File: src/rtl/muldiv_hilo_unit.sv
// muldiv_hilo_unit: sequential 32-iteration multiply/divide unit that owns the
// architectural HI/LO registers.
//
//   state | meaning
//   ------+-------------------------------------------------------------
//   IDLE  | waiting for start; MTHI/MTLO write HI/LO directly here
//   RUN   | one shift-add / restoring-divide iteration per clock, 32 total
//   FIXUP | sign correction, HI/LO write, done pulse, back to IDLE
module muldiv_hilo_unit #(
    parameter int          WIDTH      = 32,
    parameter logic [31:0] HILO_RESET = 32'h0000_0000
) (
    input  logic             clk,
    input  logic             reset,
    input  logic             start,
    input  logic [5:0]       functcode,
    input  logic [WIDTH-1:0] rs_content,
    input  logic [WIDTH-1:0] rt_content,
    output logic             busy,
    output logic             done,
    output logic [WIDTH-1:0] HI,
    output logic [WIDTH-1:0] LO
);

    localparam logic [1:0] IDLE  = 2'd0;
    localparam logic [1:0] RUN   = 2'd1;
    localparam logic [1:0] FIXUP = 2'd2;

    localparam logic [5:0] F_MTHI  = 6'h11;
    localparam logic [5:0] F_MTLO  = 6'h13;
    localparam logic [5:0] F_MULT  = 6'h18;
    localparam logic [5:0] F_MULTU = 6'h19;
    localparam logic [5:0] F_DIV   = 6'h1a;
    localparam logic [5:0] F_DIVU  = 6'h1b;

    logic [1:0]  state;
    logic [4:0]  count;
    logic [63:0] acc;       // mul: {partial product, multiplier}; div: {remainder, dividend/quotient}
    logic [31:0] opnd;      // mul: multiplicand magnitude; div: divisor magnitude
    logic [31:0] raw_rs;    // unmodified dividend, returned in HI on divide-by-zero
    logic        op_div;
    logic        res_neg;
    logic        rem_neg;
    logic        div_zero;
    logic [31:0] hi_q;
    logic [31:0] lo_q;
    logic        done_q;

    logic        is_signed;
    logic [31:0] mag_rs;
    logic [31:0] mag_rt;
    logic [32:0] mul_sum;
    logic [63:0] mul_next;
    logic [32:0] div_trial;
    logic        div_ge;
    logic [31:0] div_rem;
    logic [63:0] div_next;
    logic [63:0] prod_fix;
    logic [31:0] quot_fix;
    logic [31:0] rem_fix;

    // Operand magnitudes for signed ops, taken at the accepting edge.
    always_comb begin
        is_signed = (functcode == F_MULT) || (functcode == F_DIV);
        mag_rs    = (is_signed && rs_content[31]) ? (32'd0 - rs_content) : rs_content;
        mag_rt    = (is_signed && rt_content[31]) ? (32'd0 - rt_content) : rt_content;
    end

    // One iteration of shift-add multiply and of restoring divide.
    always_comb begin
        mul_sum   = {1'b0, acc[63:32]} + (acc[0] ? {1'b0, opnd} : 33'd0);
        mul_next  = {mul_sum, acc[31:1]};
        div_trial = {acc[63:32], acc[31]};
        div_ge    = (div_trial >= {1'b0, opnd});
        // When div_ge the true difference is below the divisor, so 32 bits hold it.
        div_rem   = div_trial[31:0] - opnd;
        div_next  = div_ge ? {div_rem, acc[30:0], 1'b1}
                           : {div_trial[31:0], acc[30:0], 1'b0};
    end

    // Sign correction applied in FIXUP.
    always_comb begin
        prod_fix = res_neg ? (64'd0 - acc) : acc;
        quot_fix = res_neg ? (32'd0 - acc[31:0]) : acc[31:0];
        rem_fix  = rem_neg ? (32'd0 - acc[63:32]) : acc[63:32];
    end

    // Control FSM, iteration datapath and HI/LO registers.
    always_ff @(posedge clk) begin
        if (reset) begin
            state    <= IDLE;
            count    <= 5'd0;
            acc      <= 64'd0;
            opnd     <= 32'd0;
            raw_rs   <= 32'd0;
            op_div   <= 1'b0;
            res_neg  <= 1'b0;
            rem_neg  <= 1'b0;
            div_zero <= 1'b0;
            hi_q     <= HILO_RESET;
            lo_q     <= HILO_RESET;
            done_q   <= 1'b0;
        end else begin
            done_q <= 1'b0;
            case (state)
                IDLE: begin
                    if (start) begin
                        case (functcode)
                            F_MTHI: hi_q <= rs_content;
                            F_MTLO: lo_q <= rs_content;
                            F_MULT, F_MULTU: begin
                                op_div   <= 1'b0;
                                opnd     <= mag_rs;
                                acc      <= {32'd0, mag_rt};
                                res_neg  <= is_signed && (rs_content[31] ^ rt_content[31]);
                                rem_neg  <= 1'b0;
                                div_zero <= 1'b0;
                                raw_rs   <= rs_content;
                                count    <= 5'd0;
                                state    <= RUN;
                            end
                            F_DIV, F_DIVU: begin
                                op_div   <= 1'b1;
                                opnd     <= mag_rt;
                                acc      <= {32'd0, mag_rs};
                                res_neg  <= is_signed && (rs_content[31] ^ rt_content[31]);
                                rem_neg  <= is_signed && rs_content[31];
                                div_zero <= (rt_content == 32'd0);
                                raw_rs   <= rs_content;
                                count    <= 5'd0;
                                state    <= RUN;
                            end
                            default: ;
                        endcase
                    end
                end
                RUN: begin
                    acc   <= op_div ? div_next : mul_next;
                    count <= count + 5'd1;
                    if (count == 5'd31)
                        state <= FIXUP;
                end
                FIXUP: begin
                    if (!op_div) begin
                        hi_q <= prod_fix[63:32];
                        lo_q <= prod_fix[31:0];
                    end else if (div_zero) begin
                        hi_q <= raw_rs;
                        lo_q <= 32'hFFFF_FFFF;
                    end else begin
                        hi_q <= rem_fix;
                        lo_q <= quot_fix;
                    end
                    done_q <= 1'b1;
                    state  <= IDLE;
                end
                default: state <= IDLE;
            endcase
        end
    end

    assign busy = (state != IDLE);
    assign done = done_q;
    assign HI   = hi_q;
    assign LO   = lo_q;

endmodule
File: config.mk
export PLATFORM = sky130hd
export DESIGN_NAME = muldiv_hilo_unit
export DESIGN_NICKNAME = d
export VERILOG_FILES = /design/src/rtl/muldiv_hilo_unit.sv
export SDC_FILE = /design/constraint.sdc
export NUM_CORES = 1
export LEC_CHECK = 0
export ABC_AREA = 1
export ABC_CLOCK_PERIOD_IN_PS = 4800
export BUFFER_PORTS_ARGS = -buffer_cell sky130_fd_sc_hd__buf_2
export CAP_MARGIN = 5
export CORE_UTILIZATION = 30
export CTS_BUF_LIST = sky130_fd_sc_hd__clkbuf_8
export DETAILED_ROUTE_END_ITERATION = 8
export PLACE_DENSITY = 0.46
export SETUP_SLACK_MARGIN = 0.02
export SYNTH_ARGS = -nofsm -noshare
export SYNTH_HDL_FRONTEND = slang
export SYNTH_SLANG_ARGS = --single-unit
File: constraint.sdc
create_clock -name clk -period 4.8 [get_ports clk]
set_clock_uncertainty 0.2 [all_clocks]
set_input_delay 0.48 -clock clk [delete_from_list [all_inputs] [get_ports clk]]
set_output_delay 0.48 -clock clk [all_outputs]
set_load 0.01 [all_outputs]
# After elaboration in Yosys (flattened, before gate mapping)
# Index checks and enable logic that the tools add are counted.
[classes]
addsub = 8
multipliers = 0
div_mod_pow = 0
magnitude_cmp = 1
eq_ne = 15
shift = 0
muxes = 33
n_bitwise = 1
n_reduce_logical = 20
[ops]
columns = ["operator", "count"]
rows = [
  ["2-to-1 mux 32 bit", 13],
  ["2-to-1 mux 64 bit", 4],
  ["one-hot mux 64 bit (2 select lines)", 2],
  ["one-hot mux 32 bit (2 select lines)", 3],
  ["subtractor 1 x 32 -> 32 bit (first input constant)", 4],
  ["subtractor 1 x 64 -> 64 bit (first input constant)", 1],
  ["== test 6 x 5 -> 1 bit (second input constant)", 6],
  ["adder 32 x 32 -> 33 bit", 1],
  [">= comparator 33 x 32 -> 1 bit", 1],
  ["logical NOT 32 bit", 1],
  ["subtractor 32 bit", 1],
  ["AND reduction 3 bit", 7],
  ["2-to-1 mux 5 bit", 2],
  ["one-hot mux 5 bit (2 select lines)", 1],
  ["nonzero test 2 bit", 4],
  ["2-to-1 mux 2 bit", 3],
  ["inequality test 2 bit (second input constant)", 3],
  ["one-hot mux 1 bit (2 select lines)", 3],
  ["adder 5 x 1 -> 5 bit (second input constant)", 1],
  ["== test 5 bit (second input constant)", 1],
  ["inequality test 2 x 1 -> 1 bit (second input constant)", 2],
  ["one-hot mux 2 bit (2 select lines)", 1],
  ["OR reduction 2 bit", 2],
  ["OR reduction 4 bit", 1],
  ["8 further kinds", 10],
]
[totals]
regBits = 204
latch_bits = 0
ram_bits = 0
romBits = 0
word_cells = 90
n_memories = 0

# Longest topological paths before layout
# Gate-level depths: netlist (run 1).
[depth]
ltp_word = 7
ltp_mapped = 20

# Worst setup path after synthesis (run 1)
# No wires, ideal clock.
[synth_path]
kind = "register to register"
from = "register acc[0]"
to = "register acc[54]"
t_arrival_ps = 2157
t_required_ps = 4468
slack_ps = 2310
path_stages_with_launch = 19
path_buffers = 2
period_less_slack_ps = 2490
cell_sequence = "dfxtp_1 -> buf_2 -> clkbuf_1 -> nand2_1 -> inv_1 -> ha_1 -> or2_2 -> nand3_1 -> nand2_1 -> nand2_1 -> nand2_1 -> nand2_1 -> nand2_1 -> nand2_1 -> nand2_1 -> o21ai_0 -> inv_1 -> nand2_1 -> a21oi_1"
[synth_via]
elab_chain_len = 4
[synth_rtl]
columns = ["element", "line_no", "text"]
rows = [
  ["from (decl)", "38", "logic [63:0] acc;"],
  ["from (signal assigned)", "114", "acc <= {32'd0, mag_rt};"],
  ["from (signal assigned)", "125", "acc <= {32'd0, mag_rs};"],
  ["from (signal assigned)", "138", "acc <= op_div ? div_next : mul_next;"],
  ["2-to-1 mux 32 bit", "71", "mul_sum = {1'b0, acc[63:32]} + (acc[0] ? {1'b0, opnd} : 33'd0);"],
  ["adder 32 x 32 -> 33 bit", "71", ""],
  ["2-to-1 mux 64 bit", "138", ""],
  ["one-hot mux 64 bit (2 select lines)", "105", "case (state)"],
]
# No other way between the ends.
# A chain may end at the register's enable or synchronous reset.

# Worst setup path in the final report (run 1)
[layout_path]
from = "register acc[35]"
to = "register acc[49]"
[layout_via]
elab_chain_len = 4
elab_cells_between_ends = 6
classes_between = "2 x add/sub; 1 x order compare; 3 x mux"
[layout_rtl]
columns = ["element", "line_no", "text"]
rows = [
  ["subtractor 32 bit / >= comparator 33 x 32 -> 1 bit (equally long branches)", "76, 74", ""],
  ["2-to-1 mux 64 bit", "77", "div_next = div_ge ? {div_rem, acc[30:0], 1'b1}"],
  ["2-to-1 mux 64 bit (*)", "138", ""],
  ["one-hot mux 64 bit (2 select lines) (*)", "105", ""],
]
# Mark *: on every way between the ends. The rest lies on a longest branch, timed or not.

==> summary.md, run 1 <==
| Metric | Value |
|---|---|
| Max cap viols | 0 |
| Row cnt | 95 |
| GR Util met3 | 0.05257 |
| Crit path kind | reg2reg |
| Avg Inst Size Synth | 5.544 sq um |
| RSZ-0062 raised after global routing | false |
| Buffers on Ports | 138 |
| Critical Path Most Common Cell | nand2_1 |
| RR Startpoint | acc[35] |
| Final ANT Viol Nets | 0 |
| GRT Total Usage | 0.2953 |
| Total Power | 0.004961 W |
| Routability Congestion | 1.001 |
| Vias per cell | 5.285 |
| Die Width | 262.5 microns |
| Fraction of layout cells with a size suffix above 1 | 0.09011 |
| Number of setup buffers added after CTS | 0 |
| Worst Max-Slew Pin Slew | 1.054 ns |
| Crit path launch type | register |
| Syn nets | 3818 |
| Largest delay share family, worst path | simple AND/OR/NAND/NOR gates |
| Leakage power | 11.77 nW |
| Worst Setup SP | acc[35] |
| First-pass GRT wire length | 152.4 mm |
| Net count, final | 3877 |
| Vias in the first global route | 22.70k |
| Final setup viols | 0 |
| Crit path largest cell delay | 0.69 ns |
| Final hold slack | 0.07779 ns |
| Synthesis Warnings | 0 |
| Clk_lat worst skew | 0.64 ns |
| Wire per inst | 22.61 microns |
| Slew Viols, Final | 0 |
| Met1 Usage GRT | 0.4121 |
| Crit path max fanout | 34 |
| Crit path DAT | 3.69 ns |
| Pwr/cell area | 219.6 nW/um^2 |
| Detailed-route via count | 24.50k |
| Total global routing overflow | 0 |
| Largest net degree at the start of global routing | 101 |
| Iteration count of the initial detailed-routing pass | 6 |
| Post-Synthesis Cell Area | 20360 sq um |
| Area delta synth->final | 10.96% |
| Leading cell types in the layout, fill and taps excluded | 1062 x nand2_1, 489 x inv_1, 419 x nor2_1 |
| Crit path required time | 5.08 ns |
| CTS tree | built |
| Fmax | 292.8 MHz |
| M2 GR Usage | 0.4489 |
| Cell count after synthesis | 3673 |
| Core Box Area | 67160 sq um |
| Global route hottest layer | met2 |
| DRT iter0 DRCs | 2688 |
| Seq/Total Area, Yosys | 0.2006 |
| Setup TNS | 0 ns |
| Slew headroom | 0.2970 |
| Count of final hold-check violations | 0 |
| Final core occ | 0.3364 |
| Io pins | 139 |
| Fin crit period | 3.416 ns |
| RR Endpoint | acc[49] |
| DRC | 0 |
| Asr flop ratio synth | 0 |
| Die height | 262.5 microns |
| Crit. path cell count | 15 |
| Count of cell types in the netlist | 57 |
| Total die area | 68920 sq um |
| Most common cell after layout, fill and taps aside | nand2_1 |
| Number of flops mapped to enable cells by yosys | 0 |
| Top_reg_cell synth | dfxtp_1 |
| Initial antenna violation count | 1 |
| Flops & latches, synth | 204 |
| Bufs and invs on worst path | 1 |
| Clock sinks | 204 |
| Final HPWL from detailed placement | 83.03 mm |
| Final period util | 0.7116 |
| Initial Utilization | 0.3032 |
| Clk buf depth | 3 |
| # H-tree levels | 2 |
| Worst vdd ir | 0.1265 mV |
| Root buf cell | clkbuf_8 |
| Crit. End Element | register |
| Routed WL | 104.8 mm |
| Crit path to | acc[49] |
| Outcome | finished, final reports clean |
| CTS clk-pin slew, worst paths | 0.06 ns |
| FF-to-FF setup slack | 1.38 ns |
| Hold WC Path Type | in2reg |
| CP max-delay cell | dfxtp_1 |
| TritonCTS Buffers | 42 |
| Crit-path cells | ha_1 -> nand2_1 -> inv_2 -> nand2_1 -> nor2_1 -> nand2_1 -> nor2_1 -> nand2_1 -> nand3_2 -> nor2_8 -> nand2_8 -> nand2_1 -> nand3_1 -> nand2_1 -> a21oi_2 |
| FF-to-FF path depth | 15 |
synthesized netlist by cell type, types with 3 or more instances:
cell type	n	area share
a22oi_1	8	0.0029
o22ai_1	3	0.00092
inv_2	20	0.0037
o221ai_1	9	0.0039
nand4_1	43	0.013
nor3_2	4	0.0020
inv_1	478	0.088
a21oi_1	294	0.072
o21bai_1	7	0.0026
xnor2_1	10	0.0043
clkbuf_1	97	0.018
nand3_2	5	0.0025
nand3_1	285	0.070
and2_1	9	0.0028
a21oi_2	10	0.0043
o21ai_1	23	0.0057
a31oi_1	16	0.0049
nor3_1	37	0.0091
o31ai_1	8	0.0029
nor2_4	9	0.0050
or2_2	10	0.0031
buf_2	29	0.0071
o211ai_1	32	0.012
nand3b_1	12	0.0044
and3_1	3	0.00092
clkbuf_2	3	0.00074
nor2_8	3	0.0029
o21ai_0	288	0.071
or2_0	3	0.00092
nand2_1	1062	0.20
o21ai_2	6	0.0026
a21boi_0	3	0.0011
a21o_1	6	0.0022
buf_6	5	0.0028
xor2_1	59	0.025
buf_4	8	0.0029
nor2_1	421	0.078
o21a_1	4	0.0015
buf_1	14	0.0026
ha_1	70	0.043
nor2_2	20	0.0061
clkinv_1	3	0.00055
nand2_2	11	0.0034
dfxtp_1	204	0.20
power breakdown:
group	total [W]	switching (W)	internal [W]
logic	0.00122	0.000921	0.000303
clock network	0.00198	0.000923	0.00105
registers	0.00176	0.0000356	0.00173
metrics by stage:
| step | setup WS, ns | area (sq um) | cells |
|---|---|---|---|
| 6_report | 1.384 | 22590 | 4636 |
| 2_1_floorplan | 2.310 | 20360 | 3673 |
| 3_3_place_gp | 1.511 | 21700 | 4557 |
| 3_5_place_dp | 1.516 | 21700 | 4557 |
| 5_1_grt | 1.171 | 22590 | 4635 |
| 4_1_cts | 1.479 | 22590 | 4635 |
layout make-up:
cell class	count	area [sq um]
clock inverters	24	165.2
inverters	501	1886
flip-flops and latches	204	4086
fillers	7793	44560
repair buffers	172	968.4
clock buffers	50	688.2
diodes	1	2.502
well taps	873	1092
multi-input cells	2811	13710
metal layers:
layer,share of wire,vias to the layer above,routed length [microns]
met5,0,-,0
met4,0.039,0,4081
met3,0.083,135,8659
met2,0.43,1028,44710
met1,0.45,11390,47390
li1,-,11950,-
state kept, by name, summed over array words and instances, names as in the netlist, 2 cells and up:
name / flops
HI: 32
LO: 32
acc: 64
count: 5
opnd: 32
raw_rs: 32
state: 2
how the worst min path moves through the flow:
stage	from	end	depth (start not counted)
6_report	rs_content[5]	raw_rs[5]	3
5_1_grt	rs_content[5]	raw_rs[5]	3
4_1_cts	rs_content[4]	raw_rs[4]	3
3_5_place_dp	count[3]	count[3]	2
3_3_place_gp	count[3]	count[3]	2
2_1_floorplan	count[3]	count[3]	2
worst reg2reg max path, cell delays in order (launching register included):
cell and delay (ns):
dfxtp_1 0.69, ha_1 0.40, nand2_1 0.17, inv_2 0.06, nand2_1 0.12, nor2_1 0.08, nand2_1 0.07, nor2_1 0.04
nand2_1 0.10, nand3_2 0.13, nor2_8 0.52, nand2_8 0.32, nand2_1 0.17, nand3_1 0.08, nand2_1 0.08, a21oi_2 0.07
logic make-up (layout without fill, tap and decap cells):
| kind of cell | count (synthesis) | after routing | synth area share |
|---|---|---|---|
| simple gates | 1944 | 1944 | 0.4036 |
| compound gates | 726 | 726 | 0.1941 |
| buf+inv | 658 | 747 | 0.1271 |
| flops | 204 | 204 | 0.2006 |
| fa+ha+maj | 72 | 72 | 0.04498 |
| xor+xnor | 69 | 69 | 0.02968 |
| other cells | 0 | 1 | 0 |
repair_timing:
action	in CTS	in global routing
endpoints found under the hold margin	6	0
resized for setup	0	0
hold buffers	4	0
(Power assumes the default switching activity.)
==> inputs of run 2 (changes only) <==
--- a/config.mk
+++ b/config.mk
@@ -6,7 +6,7 @@
 export NUM_CORES = 1
 export LEC_CHECK = 0
 export ABC_AREA = 1
-export ABC_CLOCK_PERIOD_IN_PS = 4800
+export ABC_CLOCK_PERIOD_IN_PS = 3200
 export BUFFER_PORTS_ARGS = -buffer_cell sky130_fd_sc_hd__buf_2
 export CAP_MARGIN = 5
 export CORE_UTILIZATION = 30
==> constraint.sdc (replaced) <==
create_clock -name clk -period 3.2 [get_ports clk]
set_clock_uncertainty 0.2 [all_clocks]
set_input_delay 0.32 -clock clk [delete_from_list [all_inputs] [get_ports clk]]
set_output_delay 0.32 -clock clk [all_outputs]
set_load 0.01 [all_outputs]
==> summary.md, run 2 (same netlist as run 1, synthesis figures left out) <==
| Metric | Value |
|---|---|
| Wire per inst | 22.44 microns |
| Crit path largest cell delay | 0.72 ns |
| Largest Register | acc |
| Fin worst setup slack | 0.1109 ns |
| Outcome | finished, final reports clean |
| Fill count | 7717 |
| Buffers on Ports | 138 |
| Largest net degree at the start of global routing | 92 |
| Initial Utilization | 0.3032 |
| Vias per cell | 5.277 |
| Pwr/cell area | 322.9 nW/um^2 |
| Area of the multi-input gates | 13720 sq um |
| Final ANT Viol Nets | 0 |
| Total global routing overflow | 0 |
| DRT iter0 DRCs | 2583 |
| Crit. End Element | register |
| Count of final hold-check violations | 0 |
| Crit path DAT | 3.45 ns |
| Io pins | 139 |
| Routed WL | 106.6 mm |
| Routability Congestion | 0.9921 |
| Leakage power | 12.38 nW |
| Detailed-route via count | 25.08k |
| Crit path required time | 3.56 ns |
| Max cap viols | 0 |
| Clk_lat worst skew | 0.65 ns |
| Fmax | 323.7 MHz |
| CP max-delay cell | dfxtp_1 |
| Row cnt | 95 |
| DP Worst Slack | 0.1266 ns |
| Worst vdd ir | 0.2306 mV |
| RSZ-0062 raised after global routing | true |
| CTS tree | built |
| GRT Total Usage | 0.3008 |
| Sequential Area | 4088 sq um |
| Final core occ | 0.3533 |
| Area delta synth->final | 16.52% |
| Crit path kind | reg2reg |
| Fin crit period | 3.089 ns |
| Setup TNS | 0 ns |
| # H-tree levels | 2 |
| First-pass GRT wire length | 155.4 mm |
| Hold WC Path Type | in2reg |
| Critical Path Most Common Cell | nand2_1 |
| CTS clk-pin slew, worst paths | 0.06 ns |
| Final HPWL from detailed placement | 85.01 mm |
| Total Power | 0.007661 W |
| Final setup viols | 0 |
| Die Width | 262.5 microns |
| Iteration count of the initial detailed-routing pass | 6 |
| Clk buf depth | 3 |
| Die height | 262.5 microns |
| Root buf cell | clkbuf_8 |
| Vias in the first global route | 23.29k |
| Total die area | 68920 sq um |
| Net count, final | 3994 |
| Fraction of layout cells with a size suffix above 1 | 0.1101 |
| Final period util | 0.9653 |
| Crit-path cells | ha_1 -> nand2_1 -> inv_1 -> nand2_1 -> nand2_1 -> inv_1 -> nand2_1 -> inv_1 -> nand2_2 -> nand2_4 -> buf_4 -> nand4_1 -> nand3_1 -> nand2_1 -> a21oi_2 |
| Crit path max fanout | 12 |
| DRC | 0 |
| Initial antenna violation count | 3 |
| Most common cell after layout, fill and taps aside | nand2_1 |
| Clock sinks | 204 |
| Slew Viols, Final | 0 |
| Core Box Area | 67160 sq um |
| Worst Max-Slew Pin Slew | 0.7552 ns |
| Crit path launch type | register |
| Max reg flops | 64 |
| Leading cell types in the layout, fill and taps excluded | 1062 x nand2_1, 487 x inv_1, 414 x nor2_1 |
| TritonCTS Buffers | 43 |
| Slew headroom | 0.4912 |
==> run 2: changes by cell type in the layout (fill, tap and decap cells not counted), moves of 2 or more <==
cell and change:
nor2_2 +5, clkbuf_8 +3, buf_12 +8, inv_1 -2
clkinvlp_4 -2, buf_4 +69, dlygate4sd3_1 +38, nor2_1 -5
==> run 2: what timing repair did <==
action	CTS	global route
endpoints found under the hold margin	47	0
endpoints found under the setup margin	0	7
setup buffers	0	1
hold buffers	42	0
resized for setup	0	7
==> run 2: per-stage QoR <==
stage	area [sq um]	hold slack [ns]	std cells
final	23730	0.03098	4753
after global routing	23730	0.01490	4753
after CTS	23680	0.001040	4750
after detailed placement	22370	0.2531	4633
after global placement	22370	0.2507	4633
after floorplan	20360	0.2411	3673
==> run 2: area by class of cell <==
cell class	count	area share
multi-input combinational	2811	0.5783
sequential	204	0.1723
timing repair buffer	288	0.08648
inverter	501	0.07947
tap	873	0.04603
clock buffer	53	0.03074
clock inverter	22	0.006591
antenna	1	0.0001055
==> run 2: path summary, 6_finish.rpt <==
| check | startpoint | to | slack [ns] | cells after the start |
|---|---|---|---|---|
| worst max register to register | acc[47] | acc[39] | 0.11 | 15 |
| worst max-delay path | acc[47] | acc[39] | 0.11 | 15 |
| worst min register to register | count[3] | count[3] | 0.26 | 2 |
| worst min-delay path | rs_content[30] | raw_rs[30] | 0.03 | 3 |
==> run 2: metal layers <==
metal	track usage	up-vias	wire (microns)	share of wire
li1	-	12170	-	-
met1	0.4213	11680	48790	0.46
met2	0.4547	1042	45000	0.42
met3	0.05013	196	8177	0.077
met4	0.1216	2	4671	0.044
met5	0	-	13	0.00012
==> run 2: where the power goes <==
group | leakage (nW) | switching (W) | internal (W)
combinational | 10.2 | 0.00141 | 0.000538
sequential | 1.65 | 0.0000548 | 0.00259
clock | 0.495 | 0.00141 | 0.00166
total | 12.4 | 0.00288 | 0.00478
==> run 2: critical path, delay by kind of cell, from the launching register on <==
kind | cells | cell delay (ns)
AOI/OAI and AO/OA | 1 | 0.12
and+or+nand+nor | 9 | 1.01
adders and majority gates | 1 | 0.42
buffers and inverters | 4 | 0.52
DFF | 1 | 0.72
==> inputs of run 3 (changes only) <==
--- a/config.mk
+++ b/config.mk
@@ -5,14 +5,13 @@
 export SDC_FILE = /design/constraint.sdc
 export NUM_CORES = 1
 export LEC_CHECK = 0
-export ABC_AREA = 1
 export ABC_CLOCK_PERIOD_IN_PS = 3200
 export BUFFER_PORTS_ARGS = -buffer_cell sky130_fd_sc_hd__buf_2
 export CAP_MARGIN = 5
 export CORE_UTILIZATION = 30
 export CTS_BUF_LIST = sky130_fd_sc_hd__clkbuf_8
 export DETAILED_ROUTE_END_ITERATION = 8
-export PLACE_DENSITY = 0.46
+export PLACE_DENSITY = 0.47
 export SETUP_SLACK_MARGIN = 0.02
 export SYNTH_ARGS = -nofsm -noshare
 export SYNTH_HDL_FRONTEND = slang
==> summary.md, run 3 <==
| Metric | Value |
|---|---|
| Clock sinks | 204 |
| Vias per cell | 5.621 |
| Buffers on Ports | 138 |
| FF-to-FF path depth | 17 |
| GRT Total Usage | 0.2851 |
| Seq pwr share | 0.348 |
| Final core occ | 0.4225 |
| Largest Register | acc |
| RSZ-0062 raised after global routing | true |
| Final period util | 1.042 |
| Flops & latches, synth | 204 |
| Crit path largest cell delay | 0.52 ns |
| Crit path kind | reg2reg |
| Crit path max fanout | 7 |
| Initial antenna violation count | 4 |
| Asr flop ratio synth | 0 |
| Crit. path cell count | 17 |
| Clk buf depth | 3 |
| FF-to-FF setup slack | -0.13 ns |
| Area delta synth->final | 38.07% |
| Dominant cell type by area after synthesis | dfxtp_1 |
| Row cnt | 86 |
| TritonCTS Buffers | 43 |
| Failing checks | negative setup slack |
| Ranking of synthesized cells by area | dfxtp_1 24%, a21oi_1 6.9%, nand2_1 6.4% |
| Total Power | 0.007536 W |
| Crit. End Element | register |
| Count of cell types in the netlist | 84 |
| Fin crit period | 3.333 ns |
| CP max-delay cell | o41a_1 |
| Pwr/cell area | 321.3 nW/um^2 |
| Fin worst setup slack | -0.1330 ns |
| Wire per inst | 23.77 microns |
| Fmax | 300.0 MHz |
| Synth top area share | 0.2404 |
| Setup TNS | -0.7146 ns |
| Leading cell types in the layout, fill and taps excluded | 365 x buf_4, 282 x nand2_1, 212 x a21oi_1 |
| Final ANT Viol Nets | 0 |
| Routed WL | 84.00 mm |
| Crit-path cells | buf_6 -> clkinvlp_4 -> buf_12 -> buf_12 -> nor2_2 -> ha_2 -> a21o_1 -> buf_6 -> a21o_1 -> a21oi_2 -> o21ai_2 -> a31oi_4 -> o41a_1 -> buf_4 -> o21ai_4 -> xnor2_2 -> o211ai_1 |
| Worst Setup SP | acc[0] |
| Initial Utilization | 0.3060 |
| Crit path to | acc[61] |
| Count of final hold-check violations | 0 |
| Vias in the first global route | 19.16k |
| Die Width | 240.0 microns |
| Sequential Area | 4098 sq um |
| RR Startpoint | acc[0] |
| RR Endpoint | acc[61] |
| Sw power | 0.002530 W |
| Fill count | 5833 |
| Post-Synthesis Cell Area | 16990 sq um |
| Crit path DAT | 3.60 ns |
| Detailed-route via count | 19.87k |
| Worst vdd ir | 0.2589 mV |
| Net count, final | 2900 |
| Syn nets | 2489 |
| Io pins | 139 |
| Avg Inst Size Synth | 7.248 sq um |
| Total global routing overflow | 0 |
| Iteration count of the initial detailed-routing pass | 6 |
| Commonest cells in the netlist | 289 x nand2_1, 233 x a21oi_1, 232 x nor2_1 |
| # H-tree levels | 2 |
| Int Pwr | 0.005006 W |
| Slew Viols, Final | 0 |
| Max cap viols | 0 |
| Root buf cell | clkbuf_8 |
| Clock group share of total power | 0.393 |
| Seq/Total Area, Yosys | 0.2404 |
| Area of the multi-input gates | 13140 sq um |
| Top_reg_cell synth | dfxtp_1 |
| Hold WC Path Type | in2reg |
| Total die area | 57590 sq um |
| Crit path required time | 3.47 ns |
| Max reg flops | 64 |
| CTS clk-pin slew, worst paths | 0.06 ns |
| Clk_lat worst skew | 0.65 ns |
| Cell count after synthesis | 2344 |
| Largest delay share family, worst path | compound AO/OA/AOI/OAI gates |
| Slew headroom | 0.2127 |
| Die height | 240.0 microns |
| DRC | 0 |
| Number of flops mapped to enable cells by yosys | 0 |
| Synthesis Warnings | 0 |
| Final setup viols | 10 |
| Final HPWL from detailed placement | 64.47 mm |
| DRT iter0 DRCs | 1598 |
| CTS tree | built |
| Fraction of layout cells with a size suffix above 1 | 0.2942 |
| Combinational Power Share | 0.259 |
| Leakage power | 9.454 nW |
| Most frequent cell after synthesis | nand2_1 |
| Outcome | complete, but fails checks |
| Most common cell after layout, fill and taps aside | buf_4 |
| First-pass GRT wire length | 122.3 mm |
| Core Box Area | 55520 sq um |
| Routability Congestion | 0.9424 |
| Worst Max-Slew Pin Slew | 1.177 ns |
| Crit path launch type | register |
| Bufs and invs on worst path | 6 |
| Largest net degree at the start of global routing | 81 |
| Sw Share | 0.3357 |
==> run 3: worst min-delay path, stage by stage <==
cell,delay [ns]
buf_2,0.10
xnor2_1,0.15
nand2_1,0.06
o211ai_1,0.10
a211oi_1,0.08
==> run 3: timing repair <==
item	4_1_cts	5_1_grt
endpoints found under the setup margin	39	68
setup buffers	23	19
hold buffers	36	0
resized for setup	150	137
gates cloned	2	0
hold endpoints to repair	89	0
pin swaps	54	62
==> run 3: power groups by stage <==
stage	logic, W	registers [W]	clock network (W)
floorplan	0.000898	0.00267	0
global placement	0.00163	0.00267	0
detailed placement	0.00163	0.00267	0
CTS	0.00181	0.00262	0.00301
global route	0.00207	0.00262	0.00311
finish	0.00195	0.00262	0.00296
==> run 3: worst min-delay path by stage <==
stage                         startpoint         end  slack [ns]  cells after the start
after detailed placement      raw_rs[15]  raw_rs[15]        0.24                      2
after global routing      rt_content[28]     acc[28]        0.04                      5
after global placement        raw_rs[15]  raw_rs[15]        0.24                      2
final                     rt_content[28]     acc[28]        0.03                      5
after CTS                 rt_content[28]     acc[28]       0.002                      5
after floorplan               raw_rs[12]  raw_rs[12]        0.23                      2
==> run 3: logic make-up after synthesis <==
logic type / count (synthesis) / synth area share
buf+inv: 267 / 0.06179
mux: 79 / 0.04691
simple gates: 803 / 0.2214
flops: 204 / 0.2404
fa+ha+maj: 72 / 0.05391
xor+xnor: 190 / 0.09795
compound gates: 729 / 0.2777
==> run 3: through the flow <==
step / cell area, sq um / setup slack [ns] / hold slack (ns) / cells
after floorplan: 17010 / 0.03534 / 0.2311 / 2344
after global placement: 20540 / -0.5588 / 0.2409 / 3378
after detailed placement: 20540 / -0.5670 / 0.2436 / 3378
after CTS: 22650 / -0.07630 / 0.002299 / 3513
after global routing: 23450 / -0.2332 / 0.03887 / 3532
final: 23460 / -0.1330 / 0.03495 / 3534
==> run 3: layer usage <==
metal	wire (microns)	GRT usage	share of wire
met1	37060	0.3860	0.44
met2	37640	0.4495	0.45
met3	5642	0.04225	0.067
met4	3641	0.1183	0.043
met5	22	0	0.00026
==> run 3: cell type report <==
type	count	share of cell area
multi-input combinational	1873	0.5600
timing repair buffer	562	0.1764
sequential	204	0.1747
tap	748	0.03990
clock buffer	54	0.03168
inverter	71	0.01152
clock inverter	20	0.005600
antenna	2	0.0002133
